==> config.mk <==
export PLATFORM = sky130hd
export DESIGN_NAME = alu_issue
export DESIGN_NICKNAME = d
export VERILOG_FILES = /design/src/rtl/alu_pkg.sv /design/src/rtl/alu_decode.sv /design/src/rtl/alu_issue.sv
export SDC_FILE = /design/constraint.sdc
export NUM_CORES = 1
export LEC_CHECK = 0
export ABC_AREA = 0
export BUFFER_PORTS_ARGS = -buffer_cell sky130_fd_sc_hd__buf_2
export CAP_MARGIN = 10
export CORE_MARGIN = 1.5
export CORE_UTILIZATION = 40
export DETAILED_ROUTE_END_ITERATION = 10
export HOLD_SLACK_MARGIN = 0.15
export PLACE_DENSITY = 0.78
export SYNTH_ARGS = -nofsm -noshare
export SYNTH_HDL_FRONTEND = slang
export SYNTH_SLANG_ARGS = --single-unit
==> constraint.sdc <==
create_clock -name clk -period 1.83 [get_ports clk]
set_input_delay 0.0915 -clock clk [delete_from_list [all_inputs] [get_ports clk]]
set_output_delay 0.0915 -clock clk [all_outputs]
set_load 0.05 [all_outputs]
==> src/rtl/alu_pkg.sv <==
`default_nettype none
// ============================================================================
//  Module      : alu_pkg
//  Description : Shared ALU control codes, opcode classes and branch kinds.
//  Revision    : 1.0 - initial release
// ============================================================================
package alu_pkg;

    localparam logic [3:0] ALU_AND  = 4'b0000;
    localparam logic [3:0] ALU_OR   = 4'b0001;
    localparam logic [3:0] ALU_ADD  = 4'b0010;
    localparam logic [3:0] ALU_SUB  = 4'b0110;
    localparam logic [3:0] ALU_SLT  = 4'b0111;
    localparam logic [3:0] ALU_XOR  = 4'b1000;
    localparam logic [3:0] ALU_SRL  = 4'b1001;
    localparam logic [3:0] ALU_SRA  = 4'b1010;
    localparam logic [3:0] ALU_SLL  = 4'b1011;
    localparam logic [3:0] ALU_PASS = 4'b1111;

    localparam logic [6:0] OP_R  = 7'b0110011;
    localparam logic [6:0] OP_I  = 7'b0010011;
    localparam logic [6:0] OP_BR = 7'b1100011;

    typedef enum logic [1:0] {
        BK_EQ = 2'd0,
        BK_NE = 2'd1,
        BK_LT = 2'd2,
        BK_GE = 2'd3
    } branch_kind_t;

endpackage
`default_nettype wire

==> src/rtl/alu_decode.sv <==
`default_nettype none
// ============================================================================
//  Module      : alu_decode
//  Description : Combinational opcode/funct3/funct7 to ALU control translation.
//  Revision    : 1.0 - initial release
// ============================================================================
module alu_decode
    import alu_pkg::*;
(
    input  logic [6:0]   i_opcode,
    input  logic [2:0]   i_funct3,
    input  logic         i_funct7_5,
    output logic [3:0]   o_control,
    output logic         o_is_branch,
    output branch_kind_t o_branch_kind,
    output logic         o_is_shift,
    output logic         o_swap,
    output logic         o_illegal
);

    always_comb begin
        o_control     = ALU_PASS;
        o_is_branch   = 1'b0;
        o_branch_kind = BK_EQ;
        o_is_shift    = 1'b0;
        o_swap        = 1'b0;
        o_illegal     = 1'b0;
        if (i_opcode == OP_R || i_opcode == OP_I) begin
            case (i_funct3)
                3'b000: o_control = (i_opcode == OP_R && i_funct7_5) ? ALU_SUB : ALU_ADD;
                3'b111: o_control = ALU_AND;
                3'b110: o_control = ALU_OR;
                3'b100: o_control = ALU_XOR;
                3'b010: o_control = ALU_SLT;
                3'b001: begin
                    o_control  = ALU_SLL;
                    o_is_shift = 1'b1;
                    o_swap     = 1'b1;
                end
                3'b101: begin
                    o_control  = i_funct7_5 ? ALU_SRA : ALU_SRL;
                    o_is_shift = 1'b1;
                end
                default: o_illegal = 1'b1;
            endcase
        end else if (i_opcode == OP_BR) begin
            o_is_branch = 1'b1;
            case (i_funct3)
                3'b000: begin o_control = ALU_SUB; o_branch_kind = BK_EQ; end
                3'b001: begin o_control = ALU_SUB; o_branch_kind = BK_NE; end
                3'b100: begin o_control = ALU_SLT; o_branch_kind = BK_LT; end
                3'b101: begin o_control = ALU_SLT; o_branch_kind = BK_GE; end
                default: begin
                    o_is_branch = 1'b0;
                    o_illegal   = 1'b1;
                end
            endcase
        end else begin
            o_illegal = 1'b1;
        end
    end

endmodule
`default_nettype wire

==> src/rtl/alu_issue.sv <==
`default_nettype none
// ============================================================================
//  Module      : alu_issue
//  Description : Two-stage valid/ready issue pipeline wrapped around an external ALU.
//  Revision    : 1.0 - initial release
// ============================================================================
module alu_issue
    import alu_pkg::*;
(
    input  logic        clk,
    input  logic        rst,
    input  logic        in_valid,
    output logic        in_ready,
    input  logic [6:0]  in_opcode,
    input  logic [2:0]  in_funct3,
    input  logic [6:0]  in_funct7,
    input  logic [4:0]  in_rd,
    input  logic [31:0] in_rs1,
    input  logic [31:0] in_rs2,
    input  logic [31:0] in_imm,
    output logic [31:0] alu_a,
    output logic [31:0] alu_b,
    output logic [3:0]  alu_control,
    input  logic [31:0] alu_result,
    input  logic        alu_zero,
    input  logic        alu_pos,
    output logic        out_valid,
    input  logic        out_ready,
    output logic [31:0] out_result,
    output logic [4:0]  out_rd,
    output logic        out_branch,
    output logic        out_taken,
    output logic        out_illegal
);

    logic [3:0]   w_control;
    logic         w_is_branch;
    branch_kind_t w_branch_kind;
    logic         w_is_shift;
    logic         w_swap;
    logic         w_illegal;

    alu_decode u_decode (
        .i_opcode      (in_opcode),
        .i_funct3      (in_funct3),
        .i_funct7_5    (in_funct7[5]),
        .o_control     (w_control),
        .o_is_branch   (w_is_branch),
        .o_branch_kind (w_branch_kind),
        .o_is_shift    (w_is_shift),
        .o_swap        (w_swap),
        .o_illegal     (w_illegal)
    );

    logic w_unused;
    assign w_unused = ^{alu_pos, in_funct7[6], in_funct7[4:0]};

    logic         r_s1_valid;
    logic [31:0]  r_alu_a;
    logic [31:0]  r_alu_b;
    logic [3:0]   r_alu_ctrl;
    logic [4:0]   r_s1_rd;
    logic         r_s1_branch;
    branch_kind_t r_s1_bk;
    logic         r_s1_illegal;

    logic         r_out_valid;
    logic [31:0]  r_out_result;
    logic [4:0]   r_out_rd;
    logic         r_out_branch;
    logic         r_out_taken;
    logic         r_out_illegal;

    logic         w_in_fire;
    logic         w_s2_load;
    logic [31:0]  w_b_src;
    logic [31:0]  w_shamt;
    logic [31:0]  w_a_next;
    logic [31:0]  w_b_next;
    logic         w_taken;

    assign in_ready  = !r_s1_valid || !r_out_valid || out_ready;
    assign w_in_fire = in_valid && in_ready;
    assign w_s2_load = r_s1_valid && (!r_out_valid || out_ready);

    assign w_b_src = (in_opcode == OP_I) ? in_imm : in_rs2;
    assign w_shamt = {27'b0, w_b_src[4:0]};

    // The ALU computes in_b << in_a, so SLL presents the shift amount on port A.
    always_comb begin
        w_a_next = in_rs1;
        w_b_next = w_b_src;
        if (w_swap) begin
            w_a_next = w_shamt;
            w_b_next = in_rs1;
        end else if (w_is_shift) begin
            w_b_next = w_shamt;
        end
    end

    always_comb begin
        w_taken = 1'b0;
        if (r_s1_branch && !r_s1_illegal) begin
            case (r_s1_bk)
                BK_EQ:   w_taken = alu_zero;
                BK_NE:   w_taken = !alu_zero;
                BK_LT:   w_taken = alu_result[0];
                BK_GE:   w_taken = !alu_result[0];
                default: w_taken = 1'b0;
            endcase
        end
    end

    always_ff @(posedge clk) begin
        if (rst) begin
            r_s1_valid   <= 1'b0;
            r_alu_a      <= 32'b0;
            r_alu_b      <= 32'b0;
            r_alu_ctrl   <= ALU_PASS;
            r_s1_rd      <= 5'b0;
            r_s1_branch  <= 1'b0;
            r_s1_bk      <= BK_EQ;
            r_s1_illegal <= 1'b0;
        end else if (w_in_fire) begin
            r_s1_valid   <= 1'b1;
            r_alu_a      <= w_a_next;
            r_alu_b      <= w_b_next;
            r_alu_ctrl   <= w_control;
            r_s1_rd      <= in_rd;
            r_s1_branch  <= w_is_branch;
            r_s1_bk      <= w_branch_kind;
            r_s1_illegal <= w_illegal;
        end else if (w_s2_load) begin
            r_s1_valid   <= 1'b0;
        end
    end

    always_ff @(posedge clk) begin
        if (rst) begin
            r_out_valid   <= 1'b0;
            r_out_result  <= 32'b0;
            r_out_rd      <= 5'b0;
            r_out_branch  <= 1'b0;
            r_out_taken   <= 1'b0;
            r_out_illegal <= 1'b0;
        end else if (w_s2_load) begin
            r_out_valid   <= 1'b1;
            r_out_result  <= r_s1_illegal ? 32'b0 : alu_result;
            r_out_rd      <= r_s1_rd;
            r_out_branch  <= r_s1_branch;
            r_out_taken   <= w_taken;
            r_out_illegal <= r_s1_illegal;
        end else if (out_ready) begin
            r_out_valid   <= 1'b0;
        end
    end

    assign alu_a       = r_alu_a;
    assign alu_b       = r_alu_b;
    assign alu_control = r_alu_ctrl;
    assign out_valid   = r_out_valid;
    assign out_result  = r_out_result;
    assign out_rd      = r_out_rd;
    assign out_branch  = r_out_branch;
    assign out_taken   = r_out_taken;
    assign out_illegal = r_out_illegal;

endmodule
`default_nettype wire

==> results.md <==
* Status: finished clean
* Avg WL per Cell at 18.6 um
* Vias at 6658
* CP startpoint: out_ready
* CTS tree: done
* Netlist cell types at 46
* Maxcap violations at 0
* Minimum clock period at 1.77 ns
* Register area at 0.00238 mm^2
* Setup Fix Bufs, Post-CTS at 0
* Pleak at 0.00385 uW
* Reg2reg path depth at 6
* Sink of the worst hold path: alu_b[2]$_SDFFE_PP0P_
* Worst-Margin Slew at 0.607 ns
* Power share of the clock group at 44.6%
* Post-route ant nets at 0
* Worst path arrival time at 1.68 ns
* Synth warnings at 0
* Inserted Clock Buffers at 17
* Critical-path cell list: dlygate4sd3_1 -> buf_2 -> and3b_2 -> inv_1 -> buf_4 -> clkbuf_4
* Crit path kind: input pin to primary output
* Worst Hold Class: input pin to register
* Setup-failing EPs final at 0
* Post-synth EDFFs at 0
* CTS sink cnt at 119
* Unrepaired setup endpoints after global routing: no
* Clk slew on worst S/H paths at 0.05 ns
* PnR worst setup slack at 0.0567 ns
* Final #Nets at 1148
* Latest clock arrival within the worst-skew pair at 0.41 ns
* Vias/cell at 5.66
* R2r setup slk at 0.16 ns
* Synthesized area per cell at 8.71 um^2
* Diodes inserted at 0
* Die Y at 118 um
* Die width at 118 um
* RR Endpoint: out_result[31]$_SDFFE_PP0P_
* Number of global-route vias before repair at 6708
* Delay of the slowest critical-path stage at 0.55 ns
* DRC Markers at 0
* Hold slack at 0.233 ns
* Initial antenna violation count at 0
* Switching power total at 2200 uW
* DR iter-0 viols at 554
* Min-delay src: in_opcode[5]
* TNS Setup at 0 ns
* Gate power share at 20.0%
* H-tree levels at 4
* Area grow syn2layout at 69.6%
* Largest net degree at the start of global routing at 65
* Total routed wirelength at 21900 um
* # IOs at 266
* Root buf cell: clkbuf_16
* Fin crit share at 96.9%
* GRT overflow at 0
* Max rail drop VDD at 0.591 mV
* Skew final at 0.00655 ns
* First drt pass iteration count at 5
* Fmax at 564 MHz
* Final HPWL DP at 11300 um
* Critical Path RT at 1.74 ns
* Power Density at 888 mW/mm^2
* CP endpoint kind: primary output
* Ys async rst share at 0%
* First-pass GRT wire length at 34500 um
* Sequential share of power at 35.4%
* Post-synthesis sequential area ratio at 45.3%
* Area of the multi-input gates at 0.00261 mm^2
* Mapped Nets at 760
* Mapped cell area at 0.00526 mm^2
* Area of the die at 0.0138 mm^2
* CP max-delay cell: dlygate4sd3_1
* Cell count after synthesis at 604
* Internal power at 5720 uW
* I/O Buffers at 258
* Worst r2r src: out_valid$_SDFFE_PP0P_
* Utilization after layout at 70.1%
* Fraction of layout cells with a size suffix above 1 at 32.7%
* Row cnt at 41
* Dpl ws at 0.221 ns
* Gr usage total at 31.2%
* Max-slew headroom at 59.3%
* Starting density of the core at 41.3%
* Synthesized flop and latch total at 119
* Final Wtd Congestion at 0.852
* Total core area at 0.0127 mm^2
* Sw Share at 27.8%
* Final Hold Viols at 0
* CTS Buffer Depth at 2
* Fillers at 927
* CP startpoint kind: input pin
* Hold Path Depth at 4
* Main synth FF type: dfxtp_1
* CP max FO at 16
* Fin. max-slew vios at 0
per-layer routing:
| layer | wire length, um | vias up | GRT usage (%) | share of wire [%] |
|---|---|---|---|---|
| met5 | 0 | - | 0 | 0 |
| met4 | 1100 | 0 | 18.8 | 5.0 |
| met2 | 10500 | 480 | 51.5 | 48 |
| li1 | - | 2984 | - | - |
| met1 | 8190 | 3085 | 35.3 | 37 |
| met3 | 2110 | 109 | 9.69 | 9.6 |
how the worst max path moves through the flow:
stage | end | cells after the start
floorplan | alu_b[31]$_SDFFE_PP0P_ | 8
global placement | alu_control[1]$_SDFFE_PP1P_ | 6
detailed placement | alu_control[1]$_SDFFE_PP1P_ | 6
CTS | in_ready | 6
global route | out_result[1]$_SDFFE_PP0P_ | 8
finish | in_ready | 6
registers in the layout, indices dropped and copies added, names as in the netlist:
| register | count |
|---|---|
| r_s1_rd | 5 |
| alu_a | 32 |
| out_result | 32 |
| alu_control | 4 |
| out_rd | 5 |
| r_s1_valid | 1 |
| alu_b | 32 |
| out_taken | 1 |
| out_branch | 1 |
| r_s1_branch | 1 |
| out_illegal | 1 |
| r_s1_bk | 2 |
| r_s1_illegal | 1 |
| out_valid | 1 |
repair_timing:
| action | in CTS | in global routing |
|---|---|---|
| hold endpoints to repair | 114 | 0 |
| endpoints found under the setup margin | 0 | 5 |
| hold buffers | 150 | 0 |
| resized for setup | 0 | 6 |
cell type report:
class,count,share of cell area [%]
multi-input combinational,420,29.2
clock inverter,8,1.63
timing repair buffer,430,34.5
clock buffer,23,5.36
inverter,4,0.168
sequential,119,26.7
tap,172,2.41
worst max-delay path: cells and delay by family:
kind | cells | cell delay, ns
buffers and inverters | 5 | 1.33
AND/OR/NAND/NOR | 1 | 0.25
power groups by stage:
stage | Clock (uW) | Combinational [uW] | Sequential, uW
4_1_cts | 3580 | 1510 | 2790
3_3_place_gp | 0 | 1260 | 2840
2_1_floorplan | 0 | 401 | 3270
6_report | 3530 | 1580 | 2800
5_1_grt | 3720 | 1650 | 2810
3_5_place_dp | 0 | 1260 | 2850
cell usage after synthesis (2+ instances only):
| cell | number | area share, % |
|---|---|---|
| clkbuf_1 | 33 | 2.4 |
| mux2i_1 | 6 | 1.1 |
| nor4_1 | 5 | 0.59 |
| nand2b_1 | 2 | 0.24 |
| inv_1 | 4 | 0.29 |
| buf_2 | 24 | 2.3 |
| a21oi_1 | 55 | 5.2 |
| a2bb2oi_1 | 26 | 4.3 |
| o221ai_1 | 5 | 0.83 |
| nor2b_1 | 2 | 0.24 |
| nor2_1 | 34 | 2.4 |
| and3b_1 | 2 | 0.33 |
| mux2_2 | 5 | 1.1 |
| o2bb2ai_1 | 6 | 1.0 |
| nand3b_1 | 37 | 5.3 |
| nand3_1 | 80 | 7.6 |
| a22oi_1 | 27 | 3.9 |
| o21ai_0 | 4 | 0.38 |
| a211o_1 | 2 | 0.33 |
| o211ai_1 | 28 | 4.0 |
| o21ai_1 | 5 | 0.48 |
| buf_1 | 3 | 0.21 |
| nand2_1 | 68 | 4.9 |
| dfxtp_1 | 119 | 45 |
cells by family (layout without fill, tap and decap cells):
group                  after synthesis  in the layout  share of synthesized area [%]
AO/OA/AOI/OAI                      165            165                           22.5
XOR/XNOR                             1              1                          0.167
AND/OR/NAND/NOR                    243            243                           24.5
multiplexers                        11             11                           2.21
flip-flops                         119            119                           45.3
buffers and inverters               65            465                           5.28
per-stage QoR:
step	std cells	power, uW	cell area (um^2)
2_1_floorplan	604	3680	5260
3_3_place_gp	995	4100	6780
3_5_place_dp	995	4110	6780
4_1_cts	1176	7880	8900
5_1_grt	1176	8180	8920
6_report	1176	7920	8920
cell usage in the layout (no fill, tap or decap), types with 3 or more instances in the layout:
cell type and n:
a21oi_1 55, nor4_1 5, dfxtp_1 118, o21ai_0 4, nand3b_1 37, a22oi_1 27
nand3_1 80, clkbuf_16 17, clkbuf_8 3, o221ai_1 5, inv_1 4, mux2i_1 6
mux2_2 5, bufinv_16 4, buf_2 256, o2bb2ai_1 6, o211ai_1 28, a2bb2oi_1 26
buf_4 14, dlygate4sd3_1 150, nor2_1 34, buf_12 9, clkbuf_1 3, o21ai_1 5
nand2_1 67
Note: power is estimated with default switching activity, not from simulation.
